<file path="src/rtl/jk_seq_counter_if.sv">
// Control and observation bundle for the JK-stage modulo counter.
// The master side drives the controls; the counter is the slave.
interface jk_seq_counter_if #(
  parameter int WIDTH = 4
);
  logic             en;
  logic             up;
  logic             load;
  logic [WIDTH-1:0] load_val;
  logic [WIDTH-1:0] mod_max;
  logic [WIDTH-1:0] count;
  logic             tc;
  logic [WIDTH-1:0] jk_j;
  logic [WIDTH-1:0] jk_k;

  modport master (
    output en, up, load, load_val, mod_max,
    input  count, tc, jk_j, jk_k
  );

  modport slave (
    input  en, up, load, load_val, mod_max,
    output count, tc, jk_j, jk_k
  );
endinterface

</file>
<file path="src/rtl/jk_seq_counter.sv">
// Up/down modulo counter (range 0..mod_max) built from one JK flop per bit.
// The J/K drives are exported so the next state is observable before the edge.
module jk_stage (
  input  logic clk,
  input  logic reset,
  input  logic j,
  input  logic k,
  output logic q
);
  always_ff @(posedge clk or negedge reset)
    if (!reset) q <= 1'b0;
    else        q <= (j & ~q) | (~k & q);
endmodule

module jk_seq_counter #(
  parameter int WIDTH = 4
) (
  input  logic               clk,
  input  logic               reset,
  jk_seq_counter_if.slave    bus
);
  localparam logic [WIDTH-1:0] ONE = {{(WIDTH-1){1'b0}}, 1'b1};

  logic [WIDTH-1:0] cnt;
  logic [WIDTH-1:0] tgt;
  logic [WIDTH-1:0] lim;
  logic [WIDTH-1:0] j_drv;
  logic [WIDTH-1:0] k_drv;
  logic             wrap;
  logic             tc_q;

  jk_stage u_stage [WIDTH-1:0] (
    .clk   (clk),
    .reset (reset),
    .j     (j_drv),
    .k     (k_drv),
    .q     (cnt)
  );

  // Load forces each bit (set/reset); counting toggles only the changing bits,
  // so J and K are never both high on a bit that keeps its value.
  always_comb begin
    tgt   = cnt;
    wrap  = 1'b0;
    j_drv = '0;
    k_drv = '0;
    lim   = (bus.load_val > bus.mod_max) ? bus.mod_max : bus.load_val;
    if (bus.load) begin
      j_drv = lim;
      k_drv = ~lim;
    end else if (bus.en) begin
      if (bus.up) begin
        if (cnt < bus.mod_max) tgt = cnt + ONE;
        else begin
          tgt  = '0;
          wrap = 1'b1;
        end
      end else if (cnt == '0) begin
        tgt  = bus.mod_max;
        wrap = 1'b1;
      end else if (cnt > bus.mod_max) begin
        tgt = bus.mod_max;
      end else begin
        tgt = cnt - ONE;
      end
      j_drv = tgt ^ cnt;
      k_drv = tgt ^ cnt;
    end
  end

  always_ff @(posedge clk or negedge reset)
    if (!reset) tc_q <= 1'b0;
    else        tc_q <= wrap;

  assign bus.count = cnt;
  assign bus.tc    = tc_q;
  assign bus.jk_j  = j_drv;
  assign bus.jk_k  = k_drv;
endmodule

</file>
<file path="src/flat_wrapper.sv">
// flat-port wrapper written by rule: the top's interface ports become plain ports
module jk_seq_counter_flat 
#(
  parameter int WIDTH = 4
)
  (clk, reset, bus_en, bus_up, bus_load, bus_load_val, bus_mod_max, bus_count, bus_tc, bus_jk_j, bus_jk_k);
  jk_seq_counter_if #(.WIDTH(WIDTH)) bus_i ();
  input  logic clk;
  input  logic reset;
  input wire logic [$bits(bus_i.en)-1:0] bus_en;
  input wire logic [$bits(bus_i.up)-1:0] bus_up;
  input wire logic [$bits(bus_i.load)-1:0] bus_load;
  input wire logic [$bits(bus_i.load_val)-1:0] bus_load_val;
  input wire logic [$bits(bus_i.mod_max)-1:0] bus_mod_max;
  output wire logic [$bits(bus_i.count)-1:0] bus_count;
  output wire logic [$bits(bus_i.tc)-1:0] bus_tc;
  output wire logic [$bits(bus_i.jk_j)-1:0] bus_jk_j;
  output wire logic [$bits(bus_i.jk_k)-1:0] bus_jk_k;
  assign bus_i.en = bus_en;
  assign bus_i.up = bus_up;
  assign bus_i.load = bus_load;
  assign bus_i.load_val = bus_load_val;
  assign bus_i.mod_max = bus_mod_max;
  assign bus_count = bus_i.count;
  assign bus_tc = bus_i.tc;
  assign bus_jk_j = bus_i.jk_j;
  assign bus_jk_k = bus_i.jk_k;
  jk_seq_counter #(.WIDTH(WIDTH)) u_core (.clk(clk), .reset(reset), .bus(bus_i));
endmodule
</file>
<file path="config.mk">
export PLATFORM = sky130hd
export DESIGN_NAME = jk_seq_counter_flat
export DESIGN_NICKNAME = d
export VERILOG_FILES = /design/src/rtl/jk_seq_counter_if.sv /design/src/rtl/jk_seq_counter.sv /design/src/flat_wrapper.sv
export SDC_FILE = /design/constraint.sdc
export NUM_CORES = 1
export LEC_CHECK = 0
export BUFFER_PORTS_ARGS = -buffer_cell sky130_fd_sc_hd__buf_2
export CAP_MARGIN = 20
export CELL_PAD_IN_SITES_DETAIL_PLACEMENT = 0
export CELL_PAD_IN_SITES_GLOBAL_PLACEMENT = 2
export CORE_MARGIN = 3
export CORE_UTILIZATION = 32
export CTS_BUF_LIST = sky130_fd_sc_hd__clkbuf_16
export CTS_CLUSTER_SIZE = 16
export DETAILED_ROUTE_END_ITERATION = 12
export HOLD_SLACK_MARGIN = 0.12
export PLACE_DENSITY = 0.89
export RECOVER_POWER = 25
export SLEW_MARGIN = 15
export SYNTH_ARGS = -nofsm -noshare
export SYNTH_HDL_FRONTEND = slang
export SYNTH_SLANG_ARGS = --single-unit
</file>
<file path="constraint.sdc">
create_clock -name clk -period 8.28 [get_ports clk]
set_input_delay 1.656 -clock clk [delete_from_list [all_inputs] [get_ports clk]]
set_output_delay 1.656 -clock clk [all_outputs]
set_load 0.03 [all_outputs]
</file>
Word level (Yosys, flattened, before mapping)
Index checks and enable logic that the tools add are counted.
Operators by class
  reductions and logical operators: 1
  equality and inequality tests: 0
  add/sub/neg operators: 2
  div/mod/pow operators: 0
  multipliers: 0
  shift operators: 0
  magnitude comparators: 3
  multiplexer cells: 15
  bitwise operators: 22
Operators by type and width (number)
  $mux W4: 10
  $and A1 B1 Y1: 8
  $gt A4 B4 Y1: 2
  $not A1 Y1: 8
  $mux W1: 5
  $add A4 B1 Y4 const B: 1
  $logic_not A4 Y1: 1
  $lt A4 B4 Y1: 1
  $not A4 Y4: 1
  $or A1 B1 Y1: 4
  $sub A4 B1 Y4 const B: 1
  $xor A4 B4 Y4: 1
Storage, ports and cells
  bits in latches: 0
  memory bits (writable): 0
  flip-flop bits (word level): 5
  logic and storage cells: 48
  ROM bits: 0
  memories: 0
  output and inout bits: 13
  input port bits: 13

Depth between registers and ports, before layout
Gate-level depths: netlist (run 1).
  depth after elaboration: 12
  depth in mapped cells: 9
  mapped depth without buffers: 8

Hierarchy
From an unflattened synthesis (run 1), not the netlist that was laid out.
Second synthesis, totals
  cell total of the unflattened synthesis: 121
  area, all modules: 947.2 um^2
Modules (own cells, without submodules)
  jk_seq_counter: area an instance 792.0 um^2, cells an instance 109, instances 1, sequential area each 25.0 um^2
  jk_stage: area an instance 38.8 um^2, cells an instance 3, instances 4, sequential area each 25.0 um^2

Worst setup path before layout (run 1)
Ideal clock, no wire load.
  path type: input -> output
  start point: in bus_mod_max[1]
  end point: out bus_jk_j[2]
  data required time: 6.624 ns
  path slack: 2.978 ns
  data arrival time: 3.646 ns
  path buffers: 1
  cell stages on the path: 9
  cells stage by stage: inv_1 > ha_1 > nor2b_1 > o211ai_1 > a21oi_1 > o22a_4 > or4b_1 > nand3_1 > buf_4
On the way
  cells in the longest elaborated chain, start to end: 9
  elaborated cells on any way between the ends: 13
  those cells by class: order compare: 3; mux: 9; bitwise: 1
Ends and longest elaborated chain
  from (decl): line flat_wrapper.sv:14  | input wire logic [$bits(bus_i.mod_max)-1:0] bus_mod_max;
  $gt A4 B4 Y1: line jk_seq_counter.sv:61  | end else if (cnt > bus.mod_max) begin
  $mux W4: line jk_seq_counter.sv:61
  $mux W4: line jk_seq_counter.sv:58  | end else if (cnt == '0) begin
  $mux W4: line jk_seq_counter.sv:52  | if (bus.up) begin
  $mux W4: line jk_seq_counter.sv:51  | end else if (bus.en) begin
  $mux W4: line jk_seq_counter.sv:48  | if (bus.load) begin
  $xor A4 B4 Y4: line jk_seq_counter.sv:66  | j_drv = tgt ^ cnt;
  $mux W4: line jk_seq_counter.sv:51
  $mux W4 (*): line jk_seq_counter.sv:48
  to (decl): line flat_wrapper.sv:17  | output wire logic [$bits(bus_i.jk_j)-1:0] bus_jk_j;
Mark *: on every way between the ends. The rest lies on a longest branch, timed or not. The select of a mux whose other input is x is not followed.

Worst setup path after layout (run 1)
Same ends and word-level chain as after synthesis.

==> flow_metrics.tcl, run 1 <==
set metrics [dict create \
    status "finished, final reports clean" \
    vias 1076 \
    layout_setup_ws_ps 2550 \
    met1_usage 0.214 \
    grt_max_degree 16 \
    synth_edf_count 0 \
    tightest_slew_ps 528 \
    period_needed_ps 5730 \
    finalHoldViolCount 0 \
    finalCritPeriodShare 0.692 \
    cts.reportedPaths.clkPinSlew_ps 30 \
    async_flop_share 1.00 \
    post_cts_buffers 0 \
    ys_ff_latch 5 \
    whs_ps 820 \
    grtUsageMet2 0.246 \
    drt-wirelength-per-cell_um 15.1 \
    setup_viol 0 \
    yosys.area.top_type_share 0.116 \
    syn_to_final_growth_pct 13.0 \
    grt_pass1_vias 1097 \
    routed_wl_um 2970 \
    p_total_uw 264 \
    place_congestion 0.799 \
    cts_max_level 1 \
    crit_fanout 6 \
    cts.path.max_buffers 2 \
    die_area_um2 4110 \
    synth_cell_types 48 \
    die_width_um 64.1 \
    cts_tree "done" \
    nets 177 \
    grt_pass1_wl_um 5190 \
    avgSynthCellArea_um2 7.66 \
    fmax_mhz 174 \
    drive_gt1_frac 0.229 \
    syn_area_um2 1080 \
    detailedRoute.firstIterationViolations 63 \
    clk_latency_ps 230 \
    grt_most_used_layer "met2" \
    clock_skew_ps 1.03 \
    ant_nets 0 \
    cp-end-kind "primary output" \
    synth_flop_cell "dfrtp_1" \
    place_hpwl_um 2330 \
    ctsHoldBuffers 0 \
    placedInstanceArea_um2 1140 \
    num_antenna_cells 0 \
    yosysWarnings 0 \
    yosysTopAreaCell "dfrtp_1" \
    chipHeight_um 64.1 \
    final_area_um2 1220 \
    grt_setup_unrepaired "no" \
    cp.arrival_ps 4080 \
    ios 26 \
    cp.required_ps 6620 \
    max-cap-violations 0 \
    numCtsBuffers 3 \
    dr.pass1.iters 4 \
    ys_seq_area_frac 0.116 \
    syn-num-nets 164 \
    ir_drop_mv 0.0853 \
    leakagePower_nw 0.579 \
    place_ws_ps 2570 \
    synth_area_leaders "dfrtp_1 12%, ha_1 12%, buf_4 8.3%" \
    root_buffer "clkbuf_16" \
    core_area_um2 3130 \
    rows 20 \
    p_per_area_nw_per_um2 217 \
    drc 0 \
    cts_sinks 5 \
    vias_per_cell 5.46 \
    max_slew_margin 0.644 \
    syn_inst 141 \
    hold_path.class "reg2reg" \
    final_common_cell "buf_2" \
    grt_overflow_total 0 \
    start_kind "primary input" \
    antenna_found_initial 0 \
    final_cell_mix "24 x buf_2, 11 x inv_1, 11 x nor2_1, 10 x nand2_1, 10 x ha_1" \
    start_util 0.345 \
    ctsResizeCount 0 \
    grt_util_all_layers 0.158 \
    finalSetupTns_ps 0 \
    grtUsageMet3 0.0299 \
    critPathKind "in2out" \
    io_buffers 25 \
    final-max-slew-violation-count 0 \
]
[where the power goes]
part | switching [mW] | total, mW | internal (mW) | leakage, nW
logic | 0.0907 | 0.146 | 0.0549 | 0.477
registers | 0.0114 | 0.0397 | 0.0282 | 0.0600
clock network | 0.0165 | 0.0791 | 0.0626 | 0.0423
[cells by family (layout without fill, tap and decap cells)]
kind of cell | count (synthesis) | count (layout) | synth area share
simple gates | 46 | 46 | 0.229
compound gates | 44 | 44 | 0.315
buf+inv | 27 | 39 | 0.144
fa+ha+maj | 10 | 10 | 0.116
mux | 5 | 5 | 0.0475
flops | 5 | 5 | 0.116
xor+xnor | 4 | 4 | 0.0325
[layer usage]
metal  vias to the layer above  share of wire
li1                        543              -
met1                       504           0.49
met2                        25           0.46
met3                         4          0.047
met4                         0         0.0077
met5                         -              0
[worst max-delay path, stage by stage]
cell      delay [ps]
buf_2            100
inv_1             90
ha_1             310
nor2b_1          150
o211ai_1         420
a21oi_1          260
o22a_4           320
or4b_1           500
nand3_1           80
buf_2            190
[path summary, 6_finish.rpt]
check,from,to,slack [ps],cells after the start
worst max-delay path,bus_mod_max[1],bus_jk_j[2],2550,10
worst min-delay path,u_core.u_stage[0].q$_DFF_PN0_,u_core.u_stage[0].q$_DFF_PN0_,820,2
worst max register to register,u_core.u_stage[1].q$_DFF_PN0_,u_core.u_stage[1].q$_DFF_PN0_,5750,8
worst min register to register,u_core.u_stage[0].q$_DFF_PN0_,u_core.u_stage[0].q$_DFF_PN0_,820,2
max in group asynchronous,reset,u_core.u_stage[0].q$_DFF_PN0_,6810,1
min in group asynchronous,reset,u_core.u_stage[2].q$_DFF_PN0_,1260,1
[synthesized netlist by cell type, drive strengths merged, types with 2 or more instances]
master and count:
nor3 3, clkbuf 3, o211ai 4, dfrtp 5
mux2i 4, a21oi 9, nand2b 2, xor2 2
nand3 6, nor2 11, buf 14, nor2b 2
nand2 12, ha 10, o21ai 9, inv 10
a211oi 2, o31ai 3, xnor2 2, nand4 4
o211a 3
[through the flow]
stage          std cells  utilization
2_1_floorplan        141            -
3_3_place_gp         193        0.365
3_5_place_dp         193        0.365
4_1_cts              197        0.390
5_1_grt              197        0.390
6_report             197        0.390
[cell type report]
| type | count | area [µm²] |
|---|---|---|
| clock buffer | 3 | 75.1 |
| clock inverter | 1 | 3.75 |
| fill | 350 | 1910 |
| inverter | 10 | 37.5 |
| multi-input combinational | 109 | 800 |
| sequential | 5 | 125 |
| tap | 44 | 55.1 |
| timing repair buffer | 25 | 124 |
[state kept, by name, indices dropped and copies added (netlist names)]
| signal | flops |
|---|---|
| u_core.u_stage.q | 4 |
| u_core.bus.tc | 1 |
Note: power is estimated with default switching activity, not from simulation.
==> run 2, diff against run 1 <==
ABC_AREA = 1   (was not set)
CORE_UTILIZATION = 27   (was 32)
PLACE_DENSITY = 0.83   (was 0.89)
clock period = 5.9 ns   (was 8.28 ns; I/O delays follow)
==> run 2 against run 1 <==
Net effect: wire length down 28%; clock power is 40% higher; largest cell class unchanged; area after synthesis shrank 15%; combinational power grew 150%; sequential share of layout area grew 1.4 points; highest routed layer is now met3; die area rose by 0.34%; final area shrank 12%; critical path type unchanged.
==> flow_metrics.tcl, run 2 <==
set metrics [dict create \
    fmax_mhz 257 \
    yosysWarnings 0 \
    grt_util_all_layers 0.118 \
    chipHeight_um 64.2 \
    numCtsBuffers 3 \
    finalCritPeriodShare 0.660 \
    max_slew_margin 0.761 \
    cts_sinks 5 \
    io_buffers 25 \
    vias 860 \
    drc 0 \
    avgSynthCellArea_um2 6.93 \
    p_per_area_nw_per_um2 514 \
    setup_viol 0 \
    grt_overflow_total 0 \
    synth_edf_count 0 \
    cts_max_level 1 \
    cp-end-kind "primary output" \
    place_hpwl_um 1870 \
    ios 26 \
    cp.arrival_ps 2710 \
    cp_common_cell "nand2_1" \
    clk_latency_ps 230 \
    final_cell_mix "37 x nand2_1, 24 x buf_2, 11 x nand3_1, 10 x ha_1, 9 x inv_1" \
    root_buffer "clkbuf_16" \
    syn_inst 132 \
    yosys.area.top_type_share 0.152 \
    tightest_slew_ps 359 \
    detailedRoute.firstIterationViolations 15 \
    hold_path.class "reg2reg" \
    cts.reportedPaths.clkPinSlew_ps 30 \
    post-synth-top-count-cell "nand2_1" \
    synth_flop_cell "dfrtp_1" \
    syn_area_um2 915 \
    post_cts_buffers 0 \
    cts.path.max_buffers 2 \
    drt-wirelength-per-cell_um 11.2 \
    clock_skew_ps 1.03 \
    critPathKind "in2out" \
    cts_tree "done" \
    crit_fanout 4 \
    crit_chain "buf_2, inv_2, ha_1, nand2_1, nand2_1, nand2_2, nand2_4, nor2_2, nand3_1, nand3_1, nand4_2, nand2_1, buf_2" \
    status "finished, final reports clean" \
    ys_seq_area_frac 0.137 \
    cp_slowest_cell "ha_1" \
    cp.buffers_inverters 3 \
    finalSetupTns_ps 0 \
    slowest_delay_ps 310 \
    final-max-slew-violation-count 0 \
    max-cap-violations 0 \
    vias_per_cell 4.48 \
    grt_pass1_wl_um 3920 \
    dr.pass1.iters 3 \
    period_needed_ps 3890 \
    cp.required_ps 4720 \
    ys_ff_latch 5 \
    routed_wl_um 2150 \
    ctsResizeCount 0 \
    drive_gt1_frac 0.372 \
    async_flop_share 1.00 \
    core_area_um2 3150 \
    fin_cells 192 \
    nets 172 \
    ys_top_cells_by_count "37 x nand2_1, 12 x buf_4, 11 x nand3_1, 10 x ha_1, 8 x inv_1" \
    final_common_cell "nand2_1" \
    die_width_um 64.2 \
    syn_to_final_growth_pct 17.1 \
    largest_register_ffs 4 \
    antenna_found_initial 0 \
    ant_nets 0 \
    placedInstanceArea_um2 993 \
    grt_pass1_vias 883 \
    synth_area_leaders "nand2_1 15%, dfrtp_1 14%, ha_1 14%" \
    leakagePower_nw 0.601 \
    yosysTopAreaCell "nand2_1" \
    ctsHoldBuffers 0 \
    cp_top_family "simple AND/OR/NAND/NOR gates" \
    ir_drop_mv 0.151 \
    final_area_um2 1070 \
    grt_max_degree 10 \
    place_congestion 0.824 \
    syn-num-nets 155 \
    start_kind "primary input" \
    synth_cell_types 24 \
    num_antenna_cells 0 \
    place_inst 188 \
    regMostFlops "u_core.u_stage.q" \
    rows 20 \
    start_util 0.290 \
    finalHoldViolCount 0 \
    die_area_um2 4120 \
    grt_setup_unrepaired "no" \
]
==> run 2: changes by cell type after synthesis, moves of 6 or more <==
cell     change
nand2_1     +27
nor2_1      -11
inv_2        +7
a21oi_1      -6
==> run 2: power breakdown <==
| part | switching, mW | internal, mW | total, mW | leakage (nW) |
|---|---|---|---|---|
| clock network | 0.0227 | 0.0878 | 0.111 | 0.0423 |
| registers | 0.0330 | 0.0487 | 0.0817 | 0.0623 |
| logic | 0.236 | 0.123 | 0.359 | 0.497 |
==> run 2: final cells by class <==
| cell class | count | area (µm²) |
|---|---|---|
| tap | 44 | 55.1 |
| timing repair buffer | 25 | 124 |
| multi-input combinational | 97 | 614 |
| clock inverter | 1 | 3.75 |
| fill | 362 | 2080 |
| clock buffer | 3 | 75.1 |
| inverter | 17 | 73.8 |
| sequential | 5 | 125 |
==> run 2: worst paths after layout <==
path | from | slack [ps] | cells past startpoint | end
worst min-delay path | u_core.u_stage[3].q$_DFF_PN0_ | 670 | 2 | u_core.u_stage[3].q$_DFF_PN0_
max in group asynchronous | reset | 4860 | 1 | u_core.u_stage[2].q$_DFF_PN0_
worst max-delay path | bus_mod_max[1] | 2010 | 13 | bus_jk_k[2]
min in group asynchronous | reset | 810 | 1 | u_core.u_stage[3].q$_DFF_PN0_
worst max register to register | u_core.u_stage[2].q$_DFF_PN0_ | 3980 | 13 | u_core.u_stage[2].q$_DFF_PN0_
worst min register to register | u_core.u_stage[3].q$_DFF_PN0_ | 670 | 2 | u_core.u_stage[3].q$_DFF_PN0_
==> run 2: per-stage QoR <==
| stage | hold slack, ps | total power [mW] | util | worst slack (ps) |
|---|---|---|---|---|
| after CTS | 680 | 0.558 | 0.340 | 1990 |
| final | 674 | 0.551 | 0.340 | 2010 |
| after global placement | 670 | 0.446 | 0.315 | 2000 |
| after detailed placement | 672 | 0.446 | 0.315 | 2000 |
| after floorplan | 593 | 0.410 | - | 2300 |
| after global routing | 708 | 0.607 | 0.340 | 1800 |
==> run 2: per-layer routing <==
metal  track usage  share of wire  vias to the layer above
met3        0.0228          0.042                        0
met2         0.217           0.50                       14
met1         0.144           0.46                      392
met4        0.0158              0                        0
li1              -              -                      454
met5             0              0                        -
==> run 2: cell families after synthesis <==
kind of cell	Yosys count	synth area share
buffers and inverters	30	0.192
adders and majority gates	10	0.137
xor gates and xnor gates	2	0.0192
DFF	5	0.137
and+or+nand+nor	74	0.447
AOI/OAI and AO/OA	11	0.0684
==> run 2: worst reg2reg max path: stages (launching register included) <==
cell and delay, ps:
dfrtp_1 540, ha_1 300, nand2_1 80, inv_2 50, nand2_2 70, nand2_4 60, nor2_2 160, nand3_1 140
nand2_1 90, nand2_1 60, nand4_2 100, nand2_2 60, nand2_1 50, nand2_1 50
